**config.mk**
```make
export PLATFORM = sky130hd
export DESIGN_NAME = lorenz_solver
export DESIGN_NICKNAME = d
export VERILOG_FILES = /design/src/rtl/lorenz_pkg.sv /design/src/rtl/lorenz_solver_fx_mult.sv /design/src/rtl/lorenz_solver.sv
export SDC_FILE = /design/constraint.sdc
export NUM_CORES = 2
export LEC_CHECK = 0
export CAP_MARGIN = 5
export CORE_MARGIN = 5
export CORE_UTILIZATION = 54
export CTS_BUF_LIST = sky130_fd_sc_hd__clkbuf_16
export CTS_CLUSTER_DIAMETER = 120
export DETAILED_ROUTE_END_ITERATION = 16
export PLACE_DENSITY = 0.78
export SLEW_MARGIN = 20
export SYNTH_ARGS = -nofsm -noshare
export SYNTH_HDL_FRONTEND = slang
export SYNTH_SLANG_ARGS = --single-unit
```
**constraint.sdc**
```tcl
create_clock -name clk -period 13.9 [get_ports clk]
set_input_delay 4.17 -clock clk [delete_from_list [all_inputs] [get_ports clk]]
set_output_delay 4.17 -clock clk [all_outputs]
set_load 0.02 [all_outputs]
```
**src/rtl/lorenz_pkg.sv**
```systemverilog
`default_nettype none
// ============================================================================
// Module      : lorenz_pkg
// Description : Shared definitions for the Lorenz-attractor solver: default
//               fixed-point geometry, saturation limits for the default
//               width, FSM state encoding and multiplier product select.
// Revision    : 1.0 - initial release
// ============================================================================
package lorenz_pkg;

    localparam int c_WIDTH_DEF = 27;
    localparam int c_FRAC_DEF  = 20;
    localparam int c_STEPW_DEF = 32;

    // Saturation limits for the default width; parametrised modules derive
    // their own limits from WIDTH in the same way.
    localparam logic signed [c_WIDTH_DEF-1:0] c_MAXV = {1'b0, {(c_WIDTH_DEF-1){1'b1}}};
    localparam logic signed [c_WIDTH_DEF-1:0] c_MINV = {1'b1, {(c_WIDTH_DEF-1){1'b0}}};

    typedef enum logic [1:0] {
        ST_IDLE = 2'd0,
        ST_LOAD = 2'd1,
        ST_MUL  = 2'd2,
        ST_UPD  = 2'd3
    } state_t;

    // Which product the shared multiplier computes in the current MUL cycle.
    typedef enum logic [1:0] {
        SEL_P0 = 2'd0,   // sigma * (y - x)
        SEL_P1 = 2'd1,   // x * (rho - z)
        SEL_P2 = 2'd2,   // x * y
        SEL_P3 = 2'd3    // beta * z
    } psel_t;

endpackage
`default_nettype wire

```
**src/rtl/lorenz_solver_fx_mult.sv**
```systemverilog
`default_nettype none
// ============================================================================
// Module      : fx_mult
// Description : Combinational signed fixed-point multiplier. Forms the full
//               2*WIDTH product, rescales by an arithmetic shift of FRAC and
//               clamps the result into WIDTH bits.
// Ports       : a, b  in  WIDTH  signed operands
//               p     out WIDTH  saturated, rescaled product
//               ovf   out 1      result was clamped
// Revision    : 1.0 - initial release
// ============================================================================
module fx_mult
    import lorenz_pkg::*;
#(
    parameter int WIDTH = c_WIDTH_DEF,
    parameter int FRAC  = c_FRAC_DEF
) (
    input  logic signed [WIDTH-1:0] a,
    input  logic signed [WIDTH-1:0] b,
    output logic signed [WIDTH-1:0] p,
    output logic                    ovf
);

    localparam logic signed [WIDTH-1:0]   c_MAX = {1'b0, {(WIDTH-1){1'b1}}};
    localparam logic signed [WIDTH-1:0]   c_MIN = {1'b1, {(WIDTH-1){1'b0}}};
    // The same limits sign-extended to the full product width.
    localparam logic signed [2*WIDTH-1:0] c_HI  = {{(WIDTH+1){1'b0}}, {(WIDTH-1){1'b1}}};
    localparam logic signed [2*WIDTH-1:0] c_LO  = {{(WIDTH+1){1'b1}}, {(WIDTH-1){1'b0}}};

    logic signed [2*WIDTH-1:0] w_full;
    logic signed [2*WIDTH-1:0] w_shr;

    assign w_full = a * b;
    assign w_shr  = w_full >>> FRAC;
    assign ovf    = (w_shr > c_HI) || (w_shr < c_LO);
    assign p      = !ovf ? w_shr[WIDTH-1:0] : (w_shr[2*WIDTH-1] ? c_MIN : c_MAX);

endmodule
`default_nettype wire

```
**src/rtl/lorenz_solver.sv**
```systemverilog
`default_nettype none
// ============================================================================
// Module      : lorenz_solver
// Description : Run-controlled forward-Euler Lorenz integrator in signed
//               fixed point. One shared multiplier is time-multiplexed over
//               four MUL cycles, followed by one UPD cycle (5 cycles/step).
// Ports       : clk, reset              clock, synchronous active-high reset
//               start, stop             run control
//               sigma, beta, rho        coefficients (WIDTH, signed)
//               x0, y0, z0              initial conditions (WIDTH, signed)
//               dt_shift                dt = 2^-dt_shift
//               decim                   emit every decim-th step (0 -> 1)
//               steps                   step limit (0 = free run)
//               x, y, z                 registered state
//               out_valid               emitted-sample strobe
//               busy, done, sat         run status, completion pulse, sticky clamp
//               step_count              steps completed in current/last run
// Revision    : 1.0 - initial release
// ============================================================================
module lorenz_solver
    import lorenz_pkg::*;
#(
    parameter int WIDTH = c_WIDTH_DEF,
    parameter int FRAC  = c_FRAC_DEF,
    parameter int STEPW = c_STEPW_DEF
) (
    input  logic                    clk,
    input  logic                    reset,
    input  logic                    start,
    input  logic                    stop,
    input  logic signed [WIDTH-1:0] sigma,
    input  logic signed [WIDTH-1:0] beta,
    input  logic signed [WIDTH-1:0] rho,
    input  logic signed [WIDTH-1:0] x0,
    input  logic signed [WIDTH-1:0] y0,
    input  logic signed [WIDTH-1:0] z0,
    input  logic [4:0]              dt_shift,
    input  logic [15:0]             decim,
    input  logic [STEPW-1:0]        steps,
    output logic signed [WIDTH-1:0] x,
    output logic signed [WIDTH-1:0] y,
    output logic signed [WIDTH-1:0] z,
    output logic                    out_valid,
    output logic                    busy,
    output logic                    done,
    output logic                    sat,
    output logic [STEPW-1:0]        step_count
);

    localparam logic signed [WIDTH-1:0] c_MAX = {1'b0, {(WIDTH-1){1'b1}}};
    localparam logic signed [WIDTH-1:0] c_MIN = {1'b1, {(WIDTH-1){1'b0}}};

    // Fit a WIDTH+1 intermediate into WIDTH bits. Returns {clamped, value}.
    function automatic logic [WIDTH:0] sat_fit(input logic signed [WIDTH:0] v);
        logic [WIDTH:0] r;
        if (v[WIDTH] != v[WIDTH-1]) begin
            r = {1'b1, (v[WIDTH] ? c_MIN : c_MAX)};
        end else begin
            r = {1'b0, v[WIDTH-1:0]};
        end
        return r;
    endfunction

    function automatic logic [WIDTH:0] sat_sub(input logic signed [WIDTH-1:0] a,
                                               input logic signed [WIDTH-1:0] b);
        logic signed [WIDTH:0] v;
        v = {a[WIDTH-1], a} - {b[WIDTH-1], b};
        return sat_fit(v);
    endfunction

    function automatic logic [WIDTH:0] sat_add(input logic signed [WIDTH-1:0] a,
                                               input logic signed [WIDTH-1:0] b);
        logic signed [WIDTH:0] v;
        v = {a[WIDTH-1], a} + {b[WIDTH-1], b};
        return sat_fit(v);
    endfunction

    // ------------------------------------------------------------------
    // Registers
    // ------------------------------------------------------------------
    state_t                  r_state;
    state_t                  w_state_nxt;
    psel_t                   r_k;

    logic signed [WIDTH-1:0] r_x, r_y, r_z;
    logic signed [WIDTH-1:0] r_sigma, r_beta, r_rho;
    logic [4:0]              r_dt;
    logic [15:0]             r_decim;
    logic [STEPW-1:0]        r_steps;
    logic signed [WIDTH-1:0] r_p0, r_p1, r_p2, r_p3;
    logic [STEPW-1:0]        r_step_count;
    logic [15:0]             r_dec_cnt;
    logic                    r_sat;
    logic                    r_busy;
    logic                    r_done;
    logic                    r_out_valid;
    logic                    r_stop_pend;

    // ------------------------------------------------------------------
    // Multiplier operand selection
    // ------------------------------------------------------------------
    logic [WIDTH:0]          w_yx_r, w_rz_r;
    logic signed [WIDTH-1:0] w_ma, w_mb, w_mprod;
    logic                    w_movf;
    logic                    w_sub_sat;
    logic                    w_mul_sat;

    assign w_yx_r = sat_sub(r_y, r_x);
    assign w_rz_r = sat_sub(r_rho, r_z);

    always_comb begin
        w_ma      = r_sigma;
        w_mb      = w_yx_r[WIDTH-1:0];
        w_sub_sat = 1'b0;
        case (r_k)
            SEL_P0: begin
                w_ma      = r_sigma;
                w_mb      = w_yx_r[WIDTH-1:0];
                w_sub_sat = w_yx_r[WIDTH];
            end
            SEL_P1: begin
                w_ma      = r_x;
                w_mb      = w_rz_r[WIDTH-1:0];
                w_sub_sat = w_rz_r[WIDTH];
            end
            SEL_P2: begin
                w_ma = r_x;
                w_mb = r_y;
            end
            SEL_P3: begin
                w_ma = r_beta;
                w_mb = r_z;
            end
            default: begin
                w_ma = r_sigma;
            end
        endcase
    end

    fx_mult #(
        .WIDTH (WIDTH),
        .FRAC  (FRAC)
    ) u_mult (
        .a   (w_ma),
        .b   (w_mb),
        .p   (w_mprod),
        .ovf (w_movf)
    );

    assign w_mul_sat = w_movf | w_sub_sat;

    // ------------------------------------------------------------------
    // Euler update
    // ------------------------------------------------------------------
    logic [WIDTH:0]          w_dy_r, w_dz_r;
    logic signed [WIDTH-1:0] w_dy, w_dz;
    logic signed [WIDTH-1:0] w_sx, w_sy, w_sz;
    logic [WIDTH:0]          w_xn_r, w_yn_r, w_zn_r;
    logic                    w_upd_sat;

    assign w_dy_r = sat_sub(r_p1, r_y);
    assign w_dz_r = sat_sub(r_p2, r_p3);
    assign w_dy   = w_dy_r[WIDTH-1:0];
    assign w_dz   = w_dz_r[WIDTH-1:0];

    // Scaling by dt is an arithmetic right shift (rounds toward -inf).
    assign w_sx   = r_p0 >>> r_dt;
    assign w_sy   = w_dy >>> r_dt;
    assign w_sz   = w_dz >>> r_dt;

    assign w_xn_r = sat_add(r_x, w_sx);
    assign w_yn_r = sat_add(r_y, w_sy);
    assign w_zn_r = sat_add(r_z, w_sz);

    assign w_upd_sat = w_dy_r[WIDTH] | w_dz_r[WIDTH] |
                       w_xn_r[WIDTH] | w_yn_r[WIDTH] | w_zn_r[WIDTH];

    // ------------------------------------------------------------------
    // Run control
    // ------------------------------------------------------------------
    logic [STEPW-1:0] w_cnt_inc;
    logic             w_limit_hit;
    logic             w_finish;
    logic [15:0]      w_decim_eff;
    logic [15:0]      w_dec_inc;
    logic             w_emit;

    assign w_cnt_inc   = r_step_count + STEPW'(1);
    assign w_limit_hit = (r_steps != '0) && (w_cnt_inc == r_steps);
    // A stop seen in the UPD cycle itself ends the run at this update.
    assign w_finish    = w_limit_hit || r_stop_pend || stop;

    // Decimation uses a wrap counter instead of a modulo on step_count.
    assign w_decim_eff = (r_decim == 16'd0) ? 16'd1 : r_decim;
    assign w_dec_inc   = r_dec_cnt + 16'd1;
    assign w_emit      = (w_dec_inc == w_decim_eff);

    // ------------------------------------------------------------------
    // FSM
    // ------------------------------------------------------------------
    always_ff @(posedge clk) begin
        if (reset) begin
            r_state <= ST_IDLE;
        end else begin
            r_state <= w_state_nxt;
        end
    end

    always_comb begin
        w_state_nxt = r_state;
        case (r_state)
            ST_IDLE: begin
                if (start) begin
                    w_state_nxt = ST_LOAD;
                end
            end
            ST_LOAD: begin
                w_state_nxt = ST_MUL;
            end
            ST_MUL: begin
                if (r_k == SEL_P3) begin
                    w_state_nxt = ST_UPD;
                end
            end
            ST_UPD: begin
                w_state_nxt = w_finish ? ST_IDLE : ST_MUL;
            end
            default: begin
                w_state_nxt = ST_IDLE;
            end
        endcase
    end

    // ------------------------------------------------------------------
    // Datapath registers
    // ------------------------------------------------------------------
    always_ff @(posedge clk) begin
        if (reset) begin
            r_k          <= SEL_P0;
            r_x          <= '0;
            r_y          <= '0;
            r_z          <= '0;
            r_sigma      <= '0;
            r_beta       <= '0;
            r_rho        <= '0;
            r_dt         <= '0;
            r_decim      <= '0;
            r_steps      <= '0;
            r_p0         <= '0;
            r_p1         <= '0;
            r_p2         <= '0;
            r_p3         <= '0;
            r_step_count <= '0;
            r_dec_cnt    <= '0;
            r_sat        <= 1'b0;
            r_busy       <= 1'b0;
            r_done       <= 1'b0;
            r_out_valid  <= 1'b0;
            r_stop_pend  <= 1'b0;
        end else begin
            r_out_valid <= 1'b0;
            r_done      <= 1'b0;
            case (r_state)
                ST_LOAD: begin
                    r_sigma      <= sigma;
                    r_beta       <= beta;
                    r_rho        <= rho;
                    r_dt         <= dt_shift;
                    r_decim      <= decim;
                    r_steps      <= steps;
                    r_x          <= x0;
                    r_y          <= y0;
                    r_z          <= z0;
                    r_step_count <= '0;
                    r_dec_cnt    <= '0;
                    r_sat        <= 1'b0;
                    r_busy       <= 1'b1;
                    r_out_valid  <= 1'b1;
                    r_stop_pend  <= stop;
                    r_k          <= SEL_P0;
                end
                ST_MUL: begin
                    case (r_k)
                        SEL_P0:  r_p0 <= w_mprod;
                        SEL_P1:  r_p1 <= w_mprod;
                        SEL_P2:  r_p2 <= w_mprod;
                        default: r_p3 <= w_mprod;
                    endcase
                    if (w_mul_sat) begin
                        r_sat <= 1'b1;
                    end
                    if (stop) begin
                        r_stop_pend <= 1'b1;
                    end
                    r_k <= psel_t'(r_k + 2'd1);
                end
                ST_UPD: begin
                    r_x          <= w_xn_r[WIDTH-1:0];
                    r_y          <= w_yn_r[WIDTH-1:0];
                    r_z          <= w_zn_r[WIDTH-1:0];
                    r_step_count <= w_cnt_inc;
                    r_dec_cnt    <= w_emit ? 16'd0 : w_dec_inc;
                    if (w_upd_sat) begin
                        r_sat <= 1'b1;
                    end
                    r_out_valid  <= w_emit | w_finish;
                    r_k          <= SEL_P0;
                    if (w_finish) begin
                        r_busy      <= 1'b0;
                        r_done      <= 1'b1;
                        r_stop_pend <= 1'b0;
                    end
                end
                default: begin
                    r_k <= SEL_P0;
                end
            endcase
        end
    end

    assign x          = r_x;
    assign y          = r_y;
    assign z          = r_z;
    assign out_valid  = r_out_valid;
    assign busy       = r_busy;
    assign done       = r_done;
    assign sat        = r_sat;
    assign step_count = r_step_count;

endmodule
`default_nettype wire

```
==> summary.md <==
| Metric | Value |
|---|---|
| Final-report hold violation count | 0 |
| Global router's overall resource usage | 0.377 |
| Post-Synthesis Net Count | 8629 |
| Area added between synthesis and finish | 11.4% |
| Final TNS setup | 0 ps |
| Cell type with the largest total area after synthesis | sky130_fd_sc_hd__fa_1 |
| Syn avg cell area | 7.90 sq um |
| Total vias in the final route | 55800 |
| Starting DRT DRC Count | 6838 |
| Startpoint-to-endpoint class of the critical path | reg -> reg |
| TritonCTS buffer count | 45 |
| Wirelength per Cell | 24.6 um |
| RSZ-0062 raised after global routing | no |
| Destination of the worst register-to-register timing path | r_p0[13] |
| Endpoint arrival time on the critical path | 14010 ps |
| Clock Root Buffer | sky130_fd_sc_hd__clkbuf_16 |
| Most common cell after layout, fill and taps aside | sky130_fd_sc_hd__nand2_1 |
| Post-synthesis instance area | 0.0576 sq mm |
| Fraction of the yosys area taken by sequential cells | 0.132 |
| Max-slew violation count | 0 |
| Area after detailed placement | 0.0628 sq mm |
| Die ar. | 0.113 sq mm |
| Proportion of layout cells with a drive suffix above 1 | 0.0554 |
| Status | completed |
| Post-route clock skew | 60.6 ps |
| Type of origin of the critical path | register |
| Remaining antenna violation count after routing | 0 |
| Max-slew headroom at the worst pin | 0.138 |
| Via density | 6.27 |
| Critical Path Fanout Max | 26 |
| Number of antenna violations at the first check in global routing | 8 |
| Hold Path Class | reg -> reg |
| HPWL after DPL | 176 mm |
| GRT met2 Usage | 0.562 |
| CTS H-Tree Depth | 2 |
| Horizontal die dimension | 337 um |
| Largest stage delay on the critical path | 640 ps |
| Kind of end point of the critical path | register |
| Post-CTS clock slew at the launch and capture registers of the worst setup and hold paths | 60 ps |
| Commonest register cell after synthesis | sky130_fd_sc_hd__dfxtp_1 |
| Cell area after layout | 0.0642 sq mm |
| Maximum clock frequency | 74.3 MHz |
| Share of synthesized flip-flops with an asynchronous set or reset | 0 |
| Maximum clock insertion buffer count | 3 |
| Most frequent cells in the layout | sky130_fd_sc_hd__nand2_1, sky130_fd_sc_hd__inv_1, sky130_fd_sc_hd__fa_1, sky130_fd_sc_hd__a21oi_1, sky130_fd_sc_hd__nor2_1 |
| Largest cells by area after synthesis | sky130_fd_sc_hd__fa_1, sky130_fd_sc_hd__dfxtp_1, sky130_fd_sc_hd__ha_1 |
| Most congested layer reported by global routing | met2 |
| MaxCap Viol Count | 0 |
| Synth Register Bits | 380 |
| Launch instance of the worst min-delay path | r_sigma[6] |
| DRC errors left | 0 |
| I/O Pins | 336 |
| Reg-to-reg critical path startpoint | y[0] |
| 1st-pass router iterations | 8 |
| Slowest cell on the critical path | sky130_fd_sc_hd__or4b_2 |
| Tightest Pin Transition | 1280 ps |
| Wire length of the first global-routing pass | 327 mm |
| Minimum period implied by the final worst setup slack | 13460 ps |
| Via count of the first global-routing pass | 54300 |
| Met3 layer usage reported by global route | 0.110 |
| TritonCTS clock tree | yes |
| GPL Wtd Cong | 1.10 |
| Clock Sink Count | 380 |
| Met1 global-route usage | 0.492 |
| Total grt overflow | 0 |
| Row count | 119 |
| Area share of the largest cell type after synthesis | 0.267 |
| Count of cells along the worst hold path | 2 |
| Source-to-sink clock delay at the later pin of the worst-skew pair | 660 ps |
| Sum of routed wire length over all layers | 219 mm |
| WHS Endpoint | r_sigma[6] |
| R2R setup slack | 440 ps |
| Post-route clock period utilization | 0.969 |
| Number of cells on the worst reg-to-reg path | 48 |
| Hold-fix buffers, CTS | 0 |
| Area inside the core boundary | 0.106 sq mm |
| Die H | 337 um |
| Number of setup violations in the final report | 0 |
| Required @ worst endpoint | 14450 ps |
| Most numerous cell on the critical path | sky130_fd_sc_hd__fa_1 |
| Initial core utilization | 0.545 |
| Filler Cells Inserted | 9397 |
| Synth Instances | 7290 |
| Number of enable flip-flop cells after synthesis | 0 |
| Count of buffers inserted at the top-level ports | 335 |
| Count of cell types in the netlist | 98 |
| Final net count | 8799 |
| Yosys warnings | 0 |
| Largest net degree at the start of global routing | 111 |
logic make-up (layout without fill, tap and decap cells):
kind of cell | Yosys count | in the layout | synth area share
AO/OA/AOI/OAI | 1764 | 1764 | 0.198
XOR/XNOR | 272 | 272 | 0.0413
adder cells (fa/ha/maj) | 1121 | 1121 | 0.343
buffers and inverters | 1469 | 1676 | 0.0975
flip-flops | 380 | 380 | 0.132
multiplexers | 105 | 105 | 0.0223
other | 0 | 2 | 0
AND/OR/NAND/NOR | 2179 | 2179 | 0.165
synthesized netlist by cell type (40+ instances only):
cell type                  number
sky130_fd_sc_hd__o22ai_1       41
sky130_fd_sc_hd__o21a_1        66
sky130_fd_sc_hd__xnor2_1      174
sky130_fd_sc_hd__o21ai_0      358
sky130_fd_sc_hd__dfxtp_1      380
sky130_fd_sc_hd__a21oi_1      555
sky130_fd_sc_hd__nor2b_1       40
sky130_fd_sc_hd__nand2_1     1095
sky130_fd_sc_hd__o21bai_1      41
sky130_fd_sc_hd__mux2i_1       62
sky130_fd_sc_hd__nand3_1       92
sky130_fd_sc_hd__clkbuf_1     344
sky130_fd_sc_hd__a21o_1       119
sky130_fd_sc_hd__nor3_1        75
sky130_fd_sc_hd__fa_1         768
sky130_fd_sc_hd__and2_1        45
sky130_fd_sc_hd__and3_1        50
sky130_fd_sc_hd__nor2_1       525
sky130_fd_sc_hd__a211oi_1      62
sky130_fd_sc_hd__ha_1         352
sky130_fd_sc_hd__nand4_1       55
sky130_fd_sc_hd__a221o_1      109
sky130_fd_sc_hd__xor2_1        98
sky130_fd_sc_hd__a31oi_1       59
sky130_fd_sc_hd__inv_1       1061
sky130_fd_sc_hd__nand2b_1      69
sky130_fd_sc_hd__a22oi_1       65
metal layers:
layer  vias up  share of wire
li1      24500              -
met3       734           0.13
met2      3488           0.42
met4        10          0.074
met5         -        0.00032
met1     27000           0.37
timing repair:
| item | in CTS | in global routing |
|---|---|---|
| setup endpoints to repair | 0 | 105 |
| gates resized for setup | 0 | 15 |
| setup buffers | 0 | 2 |
metrics by stage:
| step | setup WS [ps] | utilization | cells | hold slack (ps) |
|---|---|---|---|---|
| 2_1_floorplan | 766 | - | 7290 | 436 |
| 3_3_place_gp | 442 | 0.594 | 8802 | 444 |
| 3_5_place_dp | 186 | 0.594 | 8802 | 449 |
| 4_1_cts | 137 | 0.606 | 8886 | 461 |
| 5_1_grt | 10.4 | 0.607 | 8888 | 478 |
| 6_report | 436 | 0.607 | 8890 | 458 |
cell type report:
class                      instances  area (sq um)  share of cell area
antenna                            2          5.00           0.0000779
clock inverter                    39           205             0.00320
timing repair buffer             526          4840              0.0753
sequential                       380          7620               0.119
tap                             1391          1740              0.0271
clock buffer                      45          1130              0.0175
multi-input combinational       5441         44700               0.696
inverter                        1066          4010              0.0624
worst max-delay path: cells and delay by family (launching register included):
kind	cells	cell delay, ps
and+or+nand+nor	9	2550
xor gates and xnor gates	1	170
adders and majority gates	11	4810
AOI/OAI and AO/OA	19	4610
DFF	1	320
buffers and inverters	8	930
how the worst max path moves through the flow:
stage,from,endpoint,slack [ps],depth (start not counted)
floorplan,x[0],r_p0[10],770,50
global placement,y[0],r_p3[7],440,53
detailed placement,x[1],r_p3[7],190,51
CTS,x[1],r_p0[13],140,51
global route,x[1],r_p2[16],10,50
finish,y[0],r_p0[13],440,48
Power is not shown: default switching activity piles up to over one toggle a cycle in this logic, so the estimate is an artifact.
